<file path="src/rtl/dual_rail_decoder.sv">
// dual_rail_decoder: receive end of a dual-rail (true/complement) datapath.
// Enforces spacer -> monotonic evaluate -> complete codeword, hands the
// decoded word to single-rail logic through a valid/ready output slot and
// reports protocol violations as one-cycle error pulses plus a saturating count.
//
// Ports:
//   clk, rst_n     clock, asynchronous active-low reset
//   din_t, din_f   true / false rail per bit (00 spacer, 10 one, 01 zero, 11 illegal)
//   dout           decoded data captured from din_t
//   dout_valid     dout holds an unconsumed codeword
//   dout_ready     consumer accepts dout while dout_valid=1
//   err_illegal    pulse: some pair was 11
//   err_glitch     pulse: resolved pair fell back or flipped polarity
//   err_timeout    pulse: evaluation took TIMEOUT cycles without completing
//   err_overflow   pulse: codeword completed while the output slot was full
//   err_count      saturating count of all error pulses
//   err_clr        synchronous clear of err_count
module dual_rail_decoder #(
  parameter int unsigned WIDTH   = 3,
  parameter int unsigned TIMEOUT = 15,
  parameter int unsigned CNT_W   = 8
) (
  input  logic             clk,
  input  logic             rst_n,
  input  logic [WIDTH-1:0] din_t,
  input  logic [WIDTH-1:0] din_f,
  output logic [WIDTH-1:0] dout,
  output logic             dout_valid,
  input  logic             dout_ready,
  output logic             err_illegal,
  output logic             err_glitch,
  output logic             err_timeout,
  output logic             err_overflow,
  output logic [CNT_W-1:0] err_count,
  input  logic             err_clr
);

  localparam int unsigned TW = (TIMEOUT > 1) ? $clog2(TIMEOUT) : 1;
  localparam int unsigned SW = CNT_W + 1;
  localparam logic [CNT_W-1:0] CNT_MAX = '1;

  typedef enum logic [1:0] {
    SEEK = 2'd0,
    EVAL = 2'd1,
    HOLD = 2'd2
  } state_t;

  state_t           state, state_nxt;
  logic [TW-1:0]    tcnt, tcnt_nxt;
  logic [WIDTH-1:0] hist_v, hist_v_nxt;
  logic [WIDTH-1:0] hist_t, hist_t_nxt;
  logic [WIDTH-1:0] dout_nxt;
  logic             valid_nxt;
  logic             ill_nxt, gl_nxt, to_nxt, ov_nxt;
  logic [CNT_W-1:0] cnt_nxt;

  // Per-pair classification of the current input
  logic [WIDTH-1:0] res_c;
  logic             any_ill_c, all_spacer_c, complete_c;
  logic             eval_glitch_c, hold_glitch_c, slot_free_c;

  assign res_c        = din_t ^ din_f;
  assign any_ill_c    = |(din_t & din_f);
  assign all_spacer_c = ~|(din_t | din_f);
  assign complete_c   = &res_c;
  // A pair resolved earlier in this evaluation must keep the same polarity
  assign eval_glitch_c = |(hist_v & ~(res_c & ~(din_t ^ hist_t)));
  // While holding, pairs may drop to spacer but never show the other polarity
  assign hold_glitch_c = |(res_c & (din_t ^ hist_t));
  assign slot_free_c   = ~dout_valid | dout_ready;

  // State register and all output registers
  always_ff @(posedge clk or negedge rst_n) begin
    if (!rst_n) begin
      state        <= SEEK;
      tcnt         <= '0;
      hist_v       <= '0;
      hist_t       <= '0;
      dout         <= '0;
      dout_valid   <= 1'b0;
      err_illegal  <= 1'b0;
      err_glitch   <= 1'b0;
      err_timeout  <= 1'b0;
      err_overflow <= 1'b0;
      err_count    <= '0;
    end else begin
      state        <= state_nxt;
      tcnt         <= tcnt_nxt;
      hist_v       <= hist_v_nxt;
      hist_t       <= hist_t_nxt;
      dout         <= dout_nxt;
      dout_valid   <= valid_nxt;
      err_illegal  <= ill_nxt;
      err_glitch   <= gl_nxt;
      err_timeout  <= to_nxt;
      err_overflow <= ov_nxt;
      err_count    <= cnt_nxt;
    end
  end

  // Next-state, capture and error detection
  always_comb begin
    logic       capture;
    logic [2:0] n_err;
    logic [SW-1:0] sum;

    state_nxt  = state;
    tcnt_nxt   = tcnt;
    hist_v_nxt = hist_v;
    hist_t_nxt = hist_t;
    dout_nxt   = dout;
    valid_nxt  = dout_valid;
    ill_nxt    = 1'b0;
    gl_nxt     = 1'b0;
    to_nxt     = 1'b0;
    ov_nxt     = 1'b0;
    capture    = 1'b0;
    n_err      = '0;
    sum        = '0;

    case (state)
      SEEK: begin
        if (all_spacer_c) begin
          state_nxt  = EVAL;
          tcnt_nxt   = '0;
          hist_v_nxt = '0;
          hist_t_nxt = '0;
        end
      end
      EVAL: begin
        if (any_ill_c) begin
          ill_nxt   = 1'b1;
          state_nxt = SEEK;
        end else if (eval_glitch_c) begin
          gl_nxt    = 1'b1;
          state_nxt = SEEK;
        end else if (complete_c) begin
          capture    = 1'b1;
          state_nxt  = HOLD;
          hist_v_nxt = '1;
          hist_t_nxt = din_t;
        end else if (tcnt == TW'(TIMEOUT - 1)) begin
          to_nxt    = 1'b1;
          state_nxt = SEEK;
        end else begin
          tcnt_nxt   = tcnt + TW'(1);
          hist_v_nxt = res_c;
          hist_t_nxt = din_t;
        end
      end
      HOLD: begin
        if (any_ill_c) begin
          ill_nxt   = 1'b1;
          state_nxt = SEEK;
        end else if (hold_glitch_c) begin
          gl_nxt    = 1'b1;
          state_nxt = SEEK;
        end else if (all_spacer_c) begin
          state_nxt  = EVAL;
          tcnt_nxt   = '0;
          hist_v_nxt = '0;
          hist_t_nxt = '0;
        end
      end
      default: state_nxt = SEEK;
    endcase

    // Output slot: a capture into a full slot is dropped and flagged
    if (capture) begin
      if (slot_free_c) begin
        dout_nxt  = din_t;
        valid_nxt = 1'b1;
      end else begin
        ov_nxt = 1'b1;
      end
    end else if (dout_valid && dout_ready) begin
      valid_nxt = 1'b0;
    end

    // Count tracks the pulses being registered this edge
    n_err = 3'(ill_nxt) + 3'(gl_nxt) + 3'(to_nxt) + 3'(ov_nxt);
    sum   = (err_clr ? '0 : SW'(err_count)) + SW'(n_err);
    if (sum > SW'(CNT_MAX)) begin
      cnt_nxt = CNT_MAX;
    end else begin
      cnt_nxt = sum[CNT_W-1:0];
    end
  end

endmodule

</file>
<file path="config.mk">
export PLATFORM = sky130hd
export DESIGN_NAME = dual_rail_decoder
export DESIGN_NICKNAME = d
export VERILOG_FILES = /design/src/rtl/dual_rail_decoder.sv
export SDC_FILE = /design/constraint.sdc
export NUM_CORES = 1
export LEC_CHECK = 0
export ABC_CLOCK_PERIOD_IN_PS = 3700
export CAP_MARGIN = 15
export CORE_MARGIN = 2
export CORE_UTILIZATION = 53
export DETAILED_ROUTE_END_ITERATION = 8
export PLACE_DENSITY_LB_ADDON = 0.15
export RECOVER_POWER = 25
export SLEW_MARGIN = 5
export SYNTH_ARGS = -nofsm -noshare
export SYNTH_HDL_FRONTEND = slang
export SYNTH_SLANG_ARGS = --single-unit
</file>
<file path="constraint.sdc">
create_clock -name clk -period 3.7 [get_ports clk]
set_clock_uncertainty 0.15 [all_clocks]
set_input_delay 0.74 -clock clk [delete_from_list [all_inputs] [get_ports clk]]
set_output_delay 0.74 -clock clk [all_outputs]
set_load 0.01 [all_outputs]
</file>
### Yosys cells after proc, flatten, opt, wreduce, memory -nomap -nowiden

Index checks and enable logic that the tools add are counted.

| word-level totals | value |
|---|---|
| word-level logic and storage cells | 109 |
| bits of input ports | 10 |
| flip-flop bits (word level) | 28 |
| output and inout port bits | 16 |

| cells by class | value |
|---|---|
| muxes and demuxes | 55 |
| equal/unequal tests | 12 |
| bitwise gates (word level) | 11 |
| order comparisons | 1 |
| $add $sub $neg | 5 |
| reduce and logical (&&, ||, !) cells | 14 |

Operators with widths:

| operator | count |
|---|---|
| $mux 3 | 14 |
| $mux 4 | 7 |
| $mux 1 | 20 |
| $pmux 3 s3 | 2 |
| $mux 8 | 2 |
| $mux 2 | 7 |
| $ne 2x2->1 const B | 7 |
| $and 3x3->3 | 4 |
| $pmux 4 s3 | 1 |
| $reduce_or 3->1 | 4 |
| $add 8x3->9 | 1 |
| $gt 9x8->1 const B | 1 |
| $reduce_and 7->1 | 1 |
| $not 3->3 | 2 |
| $pmux 2 s3 | 1 |
| $reduce_and 6->1 | 1 |
| $xor 3x3->3 | 2 |
| $ne 5x5->1 const B | 1 |
| $add 4x1->4 const B | 1 |
| $eq 4x4->1 const B | 1 |
| $reduce_and 2->1 | 2 |
| $add 2x1->3 | 1 |
| $add 3x1->3 | 1 |
| $ne 3x3->1 const B | 1 |
| other kinds (13) | 13 |

### Longest topological paths before layout

| logic depth | value |
|---|---|
| depth in word-level cells | 15 |
| gate-level depth with buffers | 15 |
| gate-level depth less buffers | 15 |

### Worst setup path after synthesis

OpenSTA, ideal clock, no wires.

| path | value |
|---|---|
| path type | input port to flip-flop |
| start point | input din_t[0] |
| end point | register err_count[4] |
| path buffers | 0 |
| path slack | -0.146 ns |
| stages | 13 |
| data required time | 3.467 ns |
| arrival | 3.613 ns |
| path through | inv_1 -> ha_1 -> a222oi_1 -> and2b_2 -> o211a_1 -> fa_1 -> inv_1 -> fa_1 -> inv_1 -> fa_1 -> and3_1 -> nand3_1 -> o21ai_0 |

| between the ends | value |
|---|---|
| longest elaborated chain between the ends | 15 |
| elaborated cells between the ends (all ways) | 34 |
| classes of those cells | add/sub: 4; order compare: 1; mux: 17; bitwise: 8; reduce/logical: 4 |

Ends and longest elaborated chain:

| what | line | RTL |
|---|---|---|
| start, declared | 25 | `input logic [WIDTH-1:0] din_t,` |
| $xor 3x3->3 | 67, 69 |  |
| $not 3->3 | 67 | `assign eval_glitch_c = \|(hist_v & ~(res_c & ~(din_t ^ hist_t)));` |
| $and 3x3->3 | 67 |  |
| $not 3->3 | 67 |  |
| $and 3x3->3 | 67 |  |
| $reduce_or 3->1 | 67 |  |
| $mux 1 | 134 | `end else if (eval_glitch_c) begin` |
| $mux 1 | 131 | `if (any_ill_c) begin` |
| $pmux 1 s2 * | 121 | `case (state)` |
| named net gl_nxt | 54 | `logic ill_nxt, gl_nxt, to_nxt, ov_nxt;` |
| $add 1x1->2 * | 181 | `n_err = 3'(ill_nxt) + 3'(gl_nxt) + 3'(to_nxt) + 3'(ov_nxt);` |
| $add 2x1->3 * | 181 |  |
| $add 3x1->3 * | 181 |  |
| $add 8x3->9 * | 182 | `sum = (err_clr ? '0 : SW'(err_count)) + SW'(n_err);` |
| $gt 9x8->1 | 183 | `if (sum > SW'(CNT_MAX)) begin` |
| $mux 8 * | 183 |  |
| named net cnt_nxt[4] | 55 | `logic [CNT_W-1:0] cnt_nxt;` |
| end signal, assigned | 97 | `err_count <= cnt_nxt;` |
| end, declared | 34 | `output logic [CNT_W-1:0] err_count,` |

The timed path passes the listed nets; every way through them passes the cells marked *.
A chain may end at the register's enable or synchronous reset.

### Final worst setup path

| path | value |
|---|---|
| start point | input din_f[2] |
| end point | register err_count[6] |

| between the ends | value |
|---|---|
| longest elaborated chain between the ends | 14 |
| elaborated cells between the ends (all ways) | 32 |
| classes of those cells | add/sub: 4; order compare: 1; mux: 17; bitwise: 6; reduce/logical: 4 |

Ends and longest elaborated chain:

| what | line | RTL |
|---|---|---|
| start, declared | 26 | `input logic [WIDTH-1:0] din_f,` |
| $xor 3x3->3 | 62 | `assign res_c = din_t ^ din_f;` |
| $and 3x3->3 | 67 |  |
| $not 3->3 | 67 |  |
| $and 3x3->3 | 67 |  |
| $reduce_or 3->1 | 67 |  |
| $mux 1 | 134 |  |
| $mux 1 | 131 |  |
| $pmux 1 s2 * | 121 |  |
| named net gl_nxt | 54 |  |
| $add 1x1->2 * | 181 |  |
| $add 2x1->3 * | 181 |  |
| $add 3x1->3 * | 181 |  |
| $add 8x3->9 * | 182 |  |
| $gt 9x8->1 | 183 |  |
| $mux 8 * | 183 |  |
| named net cnt_nxt[6] | 55 |  |

Marked as above.

==> impl_results.rst <==
.. list-table::
   :header-rows: 1

   * - Metric
     - Value
   * - Power per cell area
     - 479 nW/µm²
   * - Final critical delay including setup and external delays
     - 3.79 ns
   * - Synthesized instance count
     - 162
   * - Worst setup margin
     - -0.0870 ns
   * - Gp weighted congestion
     - 0.878
   * - Crit Path Max Fanout
     - 4
   * - Area Growth Syn to Fin
     - 46.2%
   * - Type of the tightest min-delay check
     - reg -> reg
   * - Number of nets in the layout
     - 258
   * - Site Rows
     - 20
   * - Biggest area contributors in the synthesized netlist
     - sky130_fd_sc_hd__dfrtp_1, sky130_fd_sc_hd__ha_1, sky130_fd_sc_hd__o31ai_1
   * - Die Y
     - 60.6 µm
   * - Fin util
     - 81.2%
   * - Die X-Extent
     - 60.6 µm
   * - Total negative slack
     - -0.204 ns
   * - # port buffers
     - 25
   * - DRC errors left
     - 0
   * - Wirelength, routed
     - 4920 µm
   * - Layout cell share with drive strength beyond 1
     - 37.2%
   * - Cell area after synthesis
     - 1700 µm²
   * - Area enclosed by the die boundary
     - 3670 µm²
   * - Main flop type after synthesis
     - sky130_fd_sc_hd__dfrtp_1
   * - Type of element capturing the critical path
     - flip-flop
   * - Number of buffers created by CTS
     - 3
   * - Global-route wire length before repair
     - 6550 µm
   * - Final clock period utilization by the worst path
     - 102%
   * - Static power due to leakage
     - 1.22 nW
   * - Final-report max-slew violation count
     - 0
   * - Final hold violations
     - 0
   * - Max Cap Viol
     - 0
   * - Timing-limited maximum frequency
     - 264 MHz
   * - Top-count cell post-synth
     - sky130_fd_sc_hd__dfrtp_1
   * - Length of the first detailed-routing pass in iterations
     - 4
   * - Max-slew headroom
     - 0.842%
   * - Post-Synthesis Net Count
     - 188
   * - Share of the synthesized area in the top cell type
     - 41.3%
   * - Syn avg cell area
     - 10.5 µm²
   * - DR iter-0 viols
     - 78
   * - Routed WL per cell
     - 17.9 µm
   * - Initial cell density of the core
     - 55.6%
   * - Maximum level of the CTS H-tree
     - 1
   * - Worst endpoint data arrival time
     - 3.86 ns
   * - Number of clock sinks seen by CTS
     - 28
   * - Worst reg-to-reg path cell count
     - 13
   * - Number of distinct library cell variants in the gate-level netlist after synthesis
     - 46
   * - Overall power of the completed layout
     - 0.00119 W
   * - Hold Path Depth
     - 1
   * - Clock slew at the register clock pins of the worst setup and hold paths
     - 0.16 ns
   * - Hold WS
     - 0.367 ns
   * - Most area-hungry cell type in the Yosys netlist
     - sky130_fd_sc_hd__dfrtp_1
   * - Sequential fraction of the synthesis area
     - 41.3%
   * - Outcome
     - finished with violations
   * - All-Layer GR Usage
     - 23.7%
   * - Number of synthesis warnings
     - 0
   * - Leftover overflow at the end of global routing
     - 0
   * - Maximum number of pins on one net before global-route repair
     - 29
   * - Number of antenna-violating nets in the routed design
     - 0
   * - Final count of negative-setup-slack endpoints
     - 6
   * - Category of the most critical setup path
     - in -> reg
   * - Filler instances
     - 187
   * - Root Buffer
     - sky130_fd_sc_hd__clkbuf_4
   * - Number of antenna cells inserted
     - 0
   * - Post-synth EDFFs
     - 0
   * - Clock tree from TritonCTS
     - built
   * - Count of vias placed by the detailed router
     - 1,620
   * - Maximum clock insertion buffer count
     - 2
   * - Async SR Flop Fraction
     - 100%
   * - Startpoint kind of the worst setup timing path
     - input pin
   * - Clock insertion delay at the later pin of the skew report
     - 0.33 ns
   * - #FFs+latches synth
     - 28
   * - Worst ir drop on vdd
     - 0.364 mV
   * - Number of global-route vias before repair
     - 1,525
   * - Worst-margin pin slew
     - 1.49 ns
   * - Number of hold buffers added after cts
     - 0
   * - Leading cell types by count after synthesis
     - sky130_fd_sc_hd__dfrtp_1, sky130_fd_sc_hd__inv_1, sky130_fd_sc_hd__ha_1
   * - Count of pins on the block boundary
     - 26
   * - Crit path required time
     - 3.77 ns
   * - Detail-routed via count per cell
     - 5.89
   * - HPWL after detailed placement
     - 2910 µm
   * - Worst slack after detailed placement
     - -0.637 ns
   * - Failing checks
     - setup timing
   * - Core Footprint
     - 3050 µm²
   * - Number of antenna violations at the first check in global routing
     - 0
==> flip-flops by register name, summed over array words and instances, names as in the netlist <==
| name | flops |
|---|---|
| dout | 3 |
| dout_valid | 1 |
| err_count | 8 |
| err_glitch | 1 |
| err_illegal | 1 |
| err_overflow | 1 |
| err_timeout | 1 |
| hist_t | 3 |
| hist_v | 3 |
| state | 2 |
| tcnt | 4 |
==> kinds of logic (layout without fill, tap and decap cells) <==
group                      after synthesis  count (layout)  synth area share [%]
buffers and inverters                   21              90                  5.68
adders and majority gates               16              16                  13.1
muxes                                    5               5                  3.24
DFF                                     28              28                  41.3
AOI/OAI and AO/OA                       39              39                  17.0
xor gates and xnor gates                 7               7                  3.61
and+or+nand+nor                         46              46                  16.0
==> timing repair <==
item                                    in CTS  in global routing
gates resized for setup                     19                 36
gates cloned                                 0                  0
setup buffers                               11                  9
endpoints found under the hold margin        0                  0
pin swaps                                    4                 13
endpoints found under the setup margin       8                 18
==> placed cells by master (no fill, tap or decap), types with 2 or more instances in the layout <==
cell type                          n
sky130_fd_sc_hd__a31oi_1           4
sky130_fd_sc_hd__inv_1             8
sky130_fd_sc_hd__fa_2              2
sky130_fd_sc_hd__inv_2             8
sky130_fd_sc_hd__o31ai_1           9
sky130_fd_sc_hd__nand2_1           7
sky130_fd_sc_hd__o41ai_1           6
sky130_fd_sc_hd__ha_1             10
sky130_fd_sc_hd__nand2b_1          5
sky130_fd_sc_hd__ha_4              3
sky130_fd_sc_hd__clkbuf_4          3
sky130_fd_sc_hd__and3_1            2
sky130_fd_sc_hd__nand3b_1          2
sky130_fd_sc_hd__o21ai_1           4
sky130_fd_sc_hd__xor2_1            3
sky130_fd_sc_hd__clkbuf_2          2
sky130_fd_sc_hd__dfrtp_1          28
sky130_fd_sc_hd__a21oi_1           2
sky130_fd_sc_hd__nor2b_1           6
sky130_fd_sc_hd__buf_6             5
sky130_fd_sc_hd__mux2_1            3
sky130_fd_sc_hd__nor3_2            2
sky130_fd_sc_hd__nand3_1           7
sky130_fd_sc_hd__nor2_1            2
sky130_fd_sc_hd__buf_4            42
sky130_fd_sc_hd__xnor2_1           2
sky130_fd_sc_hd__clkdlybuf4s50_1  18
==> metrics by stage <==
| step | instance area [µm²] | instances |
|---|---|---|
| after floorplan | 1720 | 162 |
| after global placement | 2180 | 251 |
| after detailed placement | 2180 | 251 |
| after CTS | 2340 | 266 |
| after global routing | 2480 | 275 |
| final | 2480 | 275 |
==> final timing paths <==
| kind | startpoint | endpoint | slack [ns] |
|---|---|---|---|
| setup reg to reg | state[1] | err_count[6] | 0.03 |
| setup / recovery | din_f[2] | err_count[6] | -0.09 |
| max in group asynchronous | rst_n | err_count[2] | 1.42 |
| hold reg to reg | dout[1] | dout[1] | 0.37 |
| hold / removal | dout[1] | dout[1] | 0.37 |
| min in group asynchronous | rst_n | tcnt[2] | 1.13 |
==> final cells by class <==
cell class	instances	area [µm²]	share of cell area, %
inverters	16	60.1	2.42
flip-flops and latches	28	701	28.3
multi-input cells	113	1040	42.0
repair buffers	70	586	23.6
clock buffers	4	36.3	1.46
well taps	44	55.1	2.22
==> power breakdown <==
group          internal, W  switching (W)
clock            0.0000603      0.0000947
sequential        0.000373      0.0000604
combinational     0.000318       0.000281
==> layer usage <==
metal	routed length (µm)	global-route usage, %
met5	0	0
met4	176	10.9
met3	277	3.62
met2	2500	40.1
met1	1970	29.9
==> worst max-delay path, cell delays in order <==
cell	delay (ns)
sky130_fd_sc_hd__clkdlybuf4s15_1	0.19
sky130_fd_sc_hd__inv_2	0.05
sky130_fd_sc_hd__ha_4	0.27
sky130_fd_sc_hd__inv_1	0.06
sky130_fd_sc_hd__o21ai_1	0.20
sky130_fd_sc_hd__buf_4	0.16
sky130_fd_sc_hd__a31oi_1	0.14
sky130_fd_sc_hd__o211a_1	0.30
sky130_fd_sc_hd__fa_1	0.53
sky130_fd_sc_hd__inv_2	0.05
sky130_fd_sc_hd__fa_2	0.39
sky130_fd_sc_hd__inv_2	0.07
sky130_fd_sc_hd__fa_2	0.22
sky130_fd_sc_hd__and3_4	0.23
sky130_fd_sc_hd__nor2b_1	0.15
sky130_fd_sc_hd__a21oi_1	0.09
No activity file was read; power rests on OpenSTA's default activity.
